[src/rtl/startlevel_gen.sv]
// startlevel_gen: sweeps a 9-bit start level for a downstream k counter.
// A sweep begins at base_level and steps by 'step' every dwell+1 cycles for
// num_steps changes, then holds the last level for one more dwell period.
// Optional feature macro: STARTLEVEL_WRAP_EN. When it is defined the level wraps
// modulo 512. When it is undefined the level clamps at 511, ovf is set, and the
// sweep ends.
module startlevel_gen (
  input  logic       clk,
  input  logic       rst,
  input  logic       start,
  input  logic       abort,
  input  logic [8:0] base_level,
  input  logic [8:0] step,
  input  logic [7:0] dwell,
  input  logic [5:0] num_steps,
  output logic [8:0] startlevel,
  output logic       server_counter_start,
  output logic       level_strobe,
  output logic [5:0] k_expected,
  output logic       busy,
  output logic       done,
  output logic       ovf
);

  typedef enum logic [1:0] {S_IDLE, S_ARM, S_RUN, S_DONE} state_t;

  state_t     state, state_nxt;
  logic [8:0] step_q;
  logic [7:0] dwell_q;
  logic [5:0] nsteps_q;
  logic [7:0] dwell_cnt;
  logic [5:0] step_cnt;
  logic [8:0] next_level;
  logic       step_ovf;
  logic       level_due;

  // A level change is due when the dwell period has expired and steps remain.
  assign level_due = (state == S_RUN) && (dwell_cnt == 8'd0) && (step_cnt < nsteps_q);

`ifdef STARTLEVEL_WRAP_EN
  assign next_level = startlevel + step_q;
  assign step_ovf   = 1'b0;
`else
  logic [9:0] level_sum;
  assign level_sum  = {1'b0, startlevel} + {1'b0, step_q};
  assign next_level = level_sum[8:0];
  assign step_ovf   = level_sum[9];
`endif

  assign busy = (state == S_ARM) || (state == S_RUN);
  assign done = (state == S_DONE);

  // State register.
  always_ff @(posedge clk) begin
    if (rst) state <= S_IDLE;
    else     state <= state_nxt;
  end

  // Next-state logic. Abort pulls any active state back to IDLE. In IDLE, abort blocks a start.
  always_comb begin
    state_nxt = state;
    case (state)
      S_IDLE: if (start && !abort) state_nxt = S_ARM;
      S_ARM:  state_nxt = abort ? S_IDLE : S_RUN;
      S_RUN: begin
        if (abort)                                        state_nxt = S_IDLE;
        else if (dwell_cnt == 8'd0 && step_cnt >= nsteps_q) state_nxt = S_DONE;
        else if (level_due && step_ovf)                   state_nxt = S_DONE;
      end
      S_DONE:  state_nxt = S_IDLE;
      default: state_nxt = S_IDLE;
    endcase
  end

  // Datapath: config capture, dwell/step counting, level and k updates.
  always_ff @(posedge clk) begin
    if (rst) begin
      startlevel           <= 9'd0;
      server_counter_start <= 1'b0;
      level_strobe         <= 1'b0;
      k_expected           <= 6'd1;
      ovf                  <= 1'b0;
      step_q               <= 9'd0;
      dwell_q              <= 8'd0;
      nsteps_q             <= 6'd0;
      dwell_cnt            <= 8'd0;
      step_cnt             <= 6'd0;
    end else begin
      level_strobe         <= 1'b0;
      server_counter_start <= (state_nxt == S_ARM) || (state_nxt == S_RUN);
      case (state)
        S_IDLE: begin
          if (start && !abort) begin
            step_q     <= (step == 9'd0) ? 9'd1 : step;
            dwell_q    <= dwell;
            nsteps_q   <= num_steps;
            startlevel <= base_level;
            ovf        <= 1'b0;
          end
        end
        S_ARM: begin
          if (!abort) begin
            k_expected <= 6'd1;
            dwell_cnt  <= dwell_q;
            step_cnt   <= 6'd0;
          end
        end
        S_RUN: begin
          if (!abort) begin
            if (dwell_cnt != 8'd0) begin
              dwell_cnt <= dwell_cnt - 8'd1;
            end else if (level_due) begin
              if (step_ovf) begin
                startlevel <= 9'd511;
                ovf        <= 1'b1;
              end else begin
                startlevel   <= next_level;
                level_strobe <= 1'b1;
                if (k_expected != 6'd63) k_expected <= k_expected + 6'd1;
                step_cnt  <= step_cnt + 6'd1;
                dwell_cnt <= dwell_q;
              end
            end
          end
        end
        default: ;
      endcase
    end
  end

endmodule
[config.mk]
export PLATFORM = sky130hd
export DESIGN_NAME = startlevel_gen
export DESIGN_NICKNAME = d
export VERILOG_FILES = /design/src/rtl/startlevel_gen.sv
export SDC_FILE = /design/constraint.sdc
export NUM_CORES = 1
export LEC_CHECK = 0
export CORE_ASPECT_RATIO = 0.9
export CORE_MARGIN = 8
export CORE_UTILIZATION = 41
export DETAILED_ROUTE_END_ITERATION = 10
export GPL_TIMING_DRIVEN = 0
export PLACE_DENSITY_LB_ADDON = 0.1
export SETUP_SLACK_MARGIN = 0.05
export SYNTH_ARGS = -nofsm -noshare
export SYNTH_HDL_FRONTEND = slang
export SYNTH_SLANG_ARGS = --single-unit
[constraint.sdc]
create_clock -name clk -period 7.2 [get_ports clk]
set_input_delay 1.44 -clock clk [delete_from_list [all_inputs] [get_ports clk]]
set_output_delay 1.44 -clock clk [all_outputs]
set_load 0.005 [all_outputs]
==> reports/metrics.csv, run 1 <==
metric;value;unit
CP Capture Type;primary output;
final setup TNS;0;ps
CTS H-tree lvls;3;
Layout area overhead;25.6;%
Place WS;3800;ps
crit path max fanout;5;
Yosys reg bits;57;
Detail Route Antenna Nets;0;
total of max-cap violations;0;
DRT Wirelength;9640;um
routability-driven placement congestion ratio;0.864;
Final #Nets;559;
Slew Limit Fails;0;
clock sink total;57;
Via Count;3342;
final routed DRC violation total;0;
CP Data Required Time;5760;ps
Tot GR Track Use;17.3;%
status;complete, no violations;
IO Port Bufs;54;
total CTS buffers;9;
root buffer cell;clkbuf_8;
reg-to-reg endpoint;k_expected[5];
IO Pins;56;
Pwr per Cell Area;180;nW/um^2
Pint;0.545;mW
Clock Pin Slew Worst Setup and Hold Paths;70;ps
Static Leak;1.53;nW
sequential fraction of the synthesis area;34.0;%
Initial DRC Count;151;
Post-Syn Instances;433;
NetSw;0.215;mW
first-pass GRT wire length;16100;um
Filler cells;799;
gr ovfl total;0;
VDD IR-drop max;0.0827;mV
worst path arrival time;1750;ps
Hold Slack;458;ps
Routed WL per cell;16.0;um
Die X;111;um
TritonCTS clock tree;yes;
clock share of power;39.3;%
Placement Rows;31;
Die Ht;102;um
Worst-Margin Slew;718;ps
setup ws final;4010;ps
Most used DFF post-synth;dfxtp_1;
number of synthesized flops with an enable pin;0;
Tmin final;3190;ps
antenna violations before repair;0;
syn_nets;494;
achievable frequency;313;MHz
reg2reg start;dwell_cnt[0];
synth top area cells;dfxtp_1, ha_1, a21oi_1;
Layout Skew;7.71;ps
RSZ-0062 raised after global routing;no;
HPWL after DPL;7290;um
Hold Path Depth;2;
Net Sw Frac;28.3;%
final hold violations;0;
# setup viols final;0;
final cell utilization of the core;52.8;%
Logic pwr share;16.3;%
share of the synthesized area in the top cell type;34.0;%
Initial Utilization;42.0;%
1st-pass router iterations;5;
Reg2Reg Depth;9;
hold crit path type;reg2reg;
Crit Path Class;reg2out;
post-synth cell types;57;
Yosys top cell by area;dfxtp_1;
Mapped Area;3360;um^2
vias in the first global route;3168;
DIE AREA;11400;um^2
end of the worst hold path;nsteps_q[2];
Setup Buffers After CTS;0;
cts repair resizes;0;
clock latency on the worst-skew pair;340;ps
Vias per Instance;5.55;
largest net degree at the start of global routing;12;
R2R Setup Slk;4300;ps
ys async rst share;0;%
antenna diode instance count;0;
Hold Path Origin;nsteps_q[2];
Setup crit start kind;flip-flop;
CTS max path bufs;2;
Syn Area/Cell;7.76;um^2
critical path launch point;state[0];
core region area;7990;um^2
Flop pwr share;44.4;%
Hold Buf Count CTS;0;
layout cell share with drive strength beyond 1;4.97;%
yosys warns;0;
fin crit share;44.3;%
Worst slew margin;52.1;%
-- state kept, by name (all words and copies together), names as in the netlist --
name                  count
startlevel                9
step_q                    9
dwell_cnt                 8
dwell_q                   8
k_expected                6
nsteps_q                  6
step_cnt                  6
state                     2
level_strobe              1
ovf                       1
server_counter_start      1
-- cells in the mapped netlist, types with 2 or more instances --
cell and number:
nand3b_1 2, nand4_1 2, o21bai_1 2, o211ai_1 9
a22oi_1 2, and2_1 3, nor2b_1 2, buf_2 3
ha_1 24, o31ai_1 13, or4_1 5, or3_1 4
mux2i_1 3, a31oi_1 3, nor3_1 6, xor2_1 2
clkbuf_1 20, a21o_1 3, xnor2_1 2, nor2_1 23
nand2b_1 5, and3_1 3, nor4_1 5, dfxtp_1 57
nor3b_1 3, o221ai_1 7, nand3_1 15, inv_1 22
a21oi_1 57, or2b_1 2, nand2_1 75, a211oi_1 2
o41ai_1 2, a21boi_0 2, o21ai_0 21
-- power by group through the flow --
stage               clock network [mW]  logic (mW)  registers, mW
floorplan                            0      0.0750          0.341
global placement                     0       0.123          0.344
detailed placement                   0       0.124          0.344
CTS                              0.308       0.125          0.337
global route                     0.323       0.139          0.338
finish                           0.299       0.124          0.337
-- kinds of logic (layout without fill, tap and decap cells) --
kind of cell / after synthesis / in the layout / share of synthesized area, %
adder cells (fa/ha/maj): 25 / 25 / 9.53
buffers and inverters: 45 / 115 / 5.14
XOR/XNOR: 4 / 4 / 1.04
flip-flops: 57 / 57 / 34.0
AO/OA/AOI/OAI: 138 / 138 / 26.3
multiplexers: 3 / 3 / 0.894
AND/OR/NAND/NOR: 161 / 161 / 23.2
-- cells in the final DEF (no fill, tap or decap), types with 6 or more instances in the layout --
| cell | instances |
|---|---|
| nand2_1 | 75 |
| a21oi_1 | 57 |
| dfxtp_1 | 57 |
| clkdlybuf4s50_1 | 54 |
| ha_1 | 24 |
| nor2_1 | 23 |
| inv_1 | 22 |
| clkbuf_1 | 21 |
| o21ai_0 | 21 |
| nand3_1 | 15 |
| o31ai_1 | 13 |
| o211ai_1 | 9 |
| clkbuf_8 | 9 |
| o221ai_1 | 7 |
| nor3_1 | 6 |
-- worst max path at each step --
stage | end | slack [ps]
5_1_grt | busy | 3890
4_1_cts | busy | 3990
3_3_place_gp | k_expected[5] | 3830
3_5_place_dp | k_expected[5] | 3800
2_1_floorplan | k_expected[4] | 4160
6_report | busy | 4010
-- routing by layer --
metal	global-route usage [%]	share of wire, %	vias to the layer above
met5	0	0	-
met4	4.20	0.40	0
met3	4.52	5.7	7
met2	27.5	45	81
met1	23.0	49	1559
li1	-	-	1695
-- metrics by stage --
stage	std cells	cell area [um^2]	power, mW
after floorplan	433	3360	0.416
after global placement	586	4020	0.467
after detailed placement	586	4020	0.469
after CTS	602	4220	0.770
after global routing	602	4220	0.800
final	602	4220	0.761
-- layout make-up --
cell class                      instances  area (um^2)  area share, %
Buffer                                 23         90.1           2.14
Clock buffer                           10          128           3.02
Clock inverter                          6         67.6           1.60
Inverter                               22         82.6           1.96
Multi-Input combinational cell        331         2050           48.5
Sequential cell                        57         1140           27.0
Tap cell                               99          124           2.94
Timing Repair Buffer                   54          541           12.8
-- worst max-delay path: stages, from the launching register on --
cell and delay [ps]:
dfxtp_1 420, inv_1 110, ha_1 350, clkdlybuf4s50_1 540
Note: power is estimated with default switching activity, not from simulation.
==> run 2: changes to the inputs <==
==> constraint.sdc (replaced) <==
create_clock -name clk -period 2.63 [get_ports clk]
set_input_delay 0.526 -clock clk [delete_from_list [all_inputs] [get_ports clk]]
set_output_delay 0.526 -clock clk [all_outputs]
set_load 0.005 [all_outputs]
==> run 2 against run 1 <==
  * First-iteration DRC count grew 9.3%
  * Highest routed layer unchanged
  * Critical path type is now reg2reg
  * Worst setup slack lost 3900 ps
  * Non-clock buffer count grew 4
  * Die area is the same
  * Total power grew to 2.8 times the previous value
  * Global-route usage grew 0.11 points
  * Cell area grew 2.9%
  * Worst hold slack is essentially flat
  * Sequential share of layout area shrank 0.76 points
  * Critical path depth grew 6
  * Final cell count grew 0.66%
==> reports/metrics.csv, run 2 (synthesized netlist as in run 1, its figures left out) <==
metric;value;unit;change
root buffer cell;clkbuf_8;;
CP Capture Type;flip-flop;;
Detail Route Antenna Nets;0;;unchanged
Clock Pin Slew Worst Setup and Hold Paths;70;ps;about the same
Layout Skew;5.68;ps;-2.03 ps
reg2reg start;dwell_cnt[0];;
Final #Nets;563;;+0.72%
CTS max path bufs;2;;unchanged
Worst-Margin Slew;674;ps;-43.6 ps
# setup viols final;0;;unchanged
status;complete, no violations;;
most common cell after layout, fill and taps aside;nand2_1;;
Crit Path Class;reg2reg;;
core region area;7990;um^2;unchanged
setup ws final;147;ps;-3860 ps
vias in the first global route;3178;;+0.32%
VDD IR-drop max;0.224;mV;+170%
Placement Rows;31;;unchanged
Hold Path Depth;2;;unchanged
Routed WL per cell;16.2;um;+1.4%
Non-Filler Instances;606;;+0.66%
R2R Setup Slk;150;ps;-4150 ps
Hold Path Origin;nsteps_q[2];;
Initial DRC Count;165;;+9.3%
antenna violations before repair;0;;unchanged
Via Count;3379;;+1.1%
Static Leak;1.58;nW;+3.2%
Crit path largest cell delay;500;ps;-40 ps
final routed DRC violation total;0;;unchanged
HPWL after DPL;7290;um;unchanged
Worst slew margin;54.6;%;+2.4 points
final setup TNS;0;ps;unchanged
worst path bufs/invs;2;;unchanged
routability-driven placement congestion ratio;0.864;;unchanged
clock sink total;57;;unchanged
TritonCTS clock tree;yes;;
worst path cell trace;inv_1 > ha_2 > nor3b_4 > nand2_2 > or4_1 > buf_4 > or4_1 > nand3b_1 > a21oi_1;;
largest net degree at the start of global routing;12;;unchanged
WP depth;9;;+6
worst path arrival time;2680;ps;+930 ps
Reg2Reg Depth;9;;unchanged
DRT Wirelength;9830;um;+2.0%
IO Pins;56;;unchanged
clock latency on the worst-skew pair;340;ps;about the same
end of the worst hold path;nsteps_q[2];;
gr ovfl total;0;;unchanged
Initial Utilization;42.0;%;unchanged
Tmin final;2480;ps;
Top Registers;startlevel x9, step_q x9;;
total CTS buffers;9;;unchanged
hold crit path type;reg2reg;;
Placed Instances;586;;unchanged
Die X;111;um;unchanged
Setup crit start kind;flip-flop;;
cell mode on critical path;or4_1;;
final hold violations;0;;unchanged
DIE AREA;11400;um^2;unchanged
IO Port Bufs;54;;unchanged
crit path max fanout;7;;+2
first-pass GRT wire length;16200;um;+0.65%
achievable frequency;403;MHz;
final cell utilization of the core;54.3;%;+1.5 points
Design Power;2.11;mW;+180%
antenna diode instance count;0;;unchanged
CTS H-tree lvls;3;;unchanged
Place WS;-230;ps;-4030 ps
total of max-cap violations;0;;unchanged
layout cell share with drive strength beyond 1;8.88;%;+3.9 points
CP Data Required Time;2830;ps;-2930 ps
RSZ-0062 raised after global routing;no;;
1st-pass router iterations;4;;-1
most frequent cells in the layout;nand2_1, dfxtp_1, clkdlybuf4s50_1;;
Layout area overhead;29.2;%;
Die Ht;102;um;unchanged
Hold Buf Count CTS;0;;unchanged
reg-to-reg endpoint;k_expected[4];;
Pwr per Cell Area;487;nW/um^2;+170%
Top delay family on crit path;simple AND/OR/NAND/NOR gates;;
Slowest cell on crit path;or4_1;;
Slew Limit Fails;0;;unchanged
fin crit share;94.4;%;
Vias per Instance;5.58;;+0.44%
Tot GR Track Use;17.5;%;+0.11 points
[run 2: changes by cell type in the layout (fill, tap and decap cells not counted), moves of 2 or more]
| cell | before | now |
|---|---|---|
| buf_4 | 0 | 6 |
| a21oi_1 | 57 | 52 |
| a21oi_2 | 0 | 5 |
| clkbuf_1 | 21 | 17 |
| clkbuf_2 | 0 | 3 |
| ha_1 | 24 | 22 |
| nor4_4 | 1 | 3 |
[run 2: cell type report]
cell class	count	area, um^2
Inverter	22	82.6
Clock inverter	6	67.6
Fill cell	785	3650
Tap cell	99	124
Sequential cell	57	1140
Timing Repair Buffer	58	571
Multi-Input combinational cell	331	2130
Clock buffer	10	128
Buffer	23	100
[run 2: power breakdown]
group | total [mW] | internal [mW] | switching (mW)
registers | 0.924 | 0.896 | 0.0287
logic | 0.363 | 0.171 | 0.192
clock network | 0.825 | 0.440 | 0.385
[run 2: stage by stage]
stage | hold WS (ps) | instance area, um^2
after floorplan | 436 | 3360
after global placement | 445 | 4020
after detailed placement | 452 | 4020
after CTS | 463 | 4250
after global routing | 484 | 4340
final | 458 | 4340
[run 2: worst register-to-register path: cells and delay by family, from the launching register on]
kind	cells	cell delay [ps]
buffers and inverters	2	310
adders and majority gates	1	220
and+or+nand+nor	5	1390
AOI/OAI and AO/OA	1	60
DFF	1	370
[run 2: routing by layer]
layer / global-route usage [%] / wire (um) / share of wire [%] / vias to the layer above
met5: 0 / 0 / 0 / -
met2: 27.7 / 4490 / 46 / 87
li1: - / - / - / 1710
met3: 4.52 / 527 / 5.4 / 9
met1: 23.2 / 4750 / 48 / 1573
met4: 4.20 / 63 / 0.64 / 0
[run 2: how the worst max path moves through the flow]
stage / start / end / slack [ps]
after floorplan: dwell_cnt[0] / k_expected[4] / 240
after global placement: dwell_cnt[0] / k_expected[5] / -170
after detailed placement: dwell_cnt[0] / k_expected[5] / -230
after CTS: startlevel[2] / dwell_cnt[1] / 50
after global routing: dwell_cnt[0] / k_expected[4] / 40
final: dwell_cnt[0] / k_expected[4] / 150
[run 2: timing repair]
action,CTS,global route
gates resized for setup,7,21
pin swaps,0,2
setup endpoints to repair,27,27
setup buffers,0,4
endpoints found under the hold margin,0,0
==> run 3: changes to the inputs <==
--- a/config.mk
+++ b/config.mk
@@ -8,6 +8,7 @@
 export CORE_ASPECT_RATIO = 0.9
 export CORE_MARGIN = 8
 export CORE_UTILIZATION = 41
+export CTS_CLUSTER_DIAMETER = 40
 export DETAILED_ROUTE_END_ITERATION = 10
 export GPL_TIMING_DRIVEN = 0
 export PLACE_DENSITY_LB_ADDON = 0.1
==> results of run 3 <==
Final layout, timing and power as in run 2 (identical DEF).
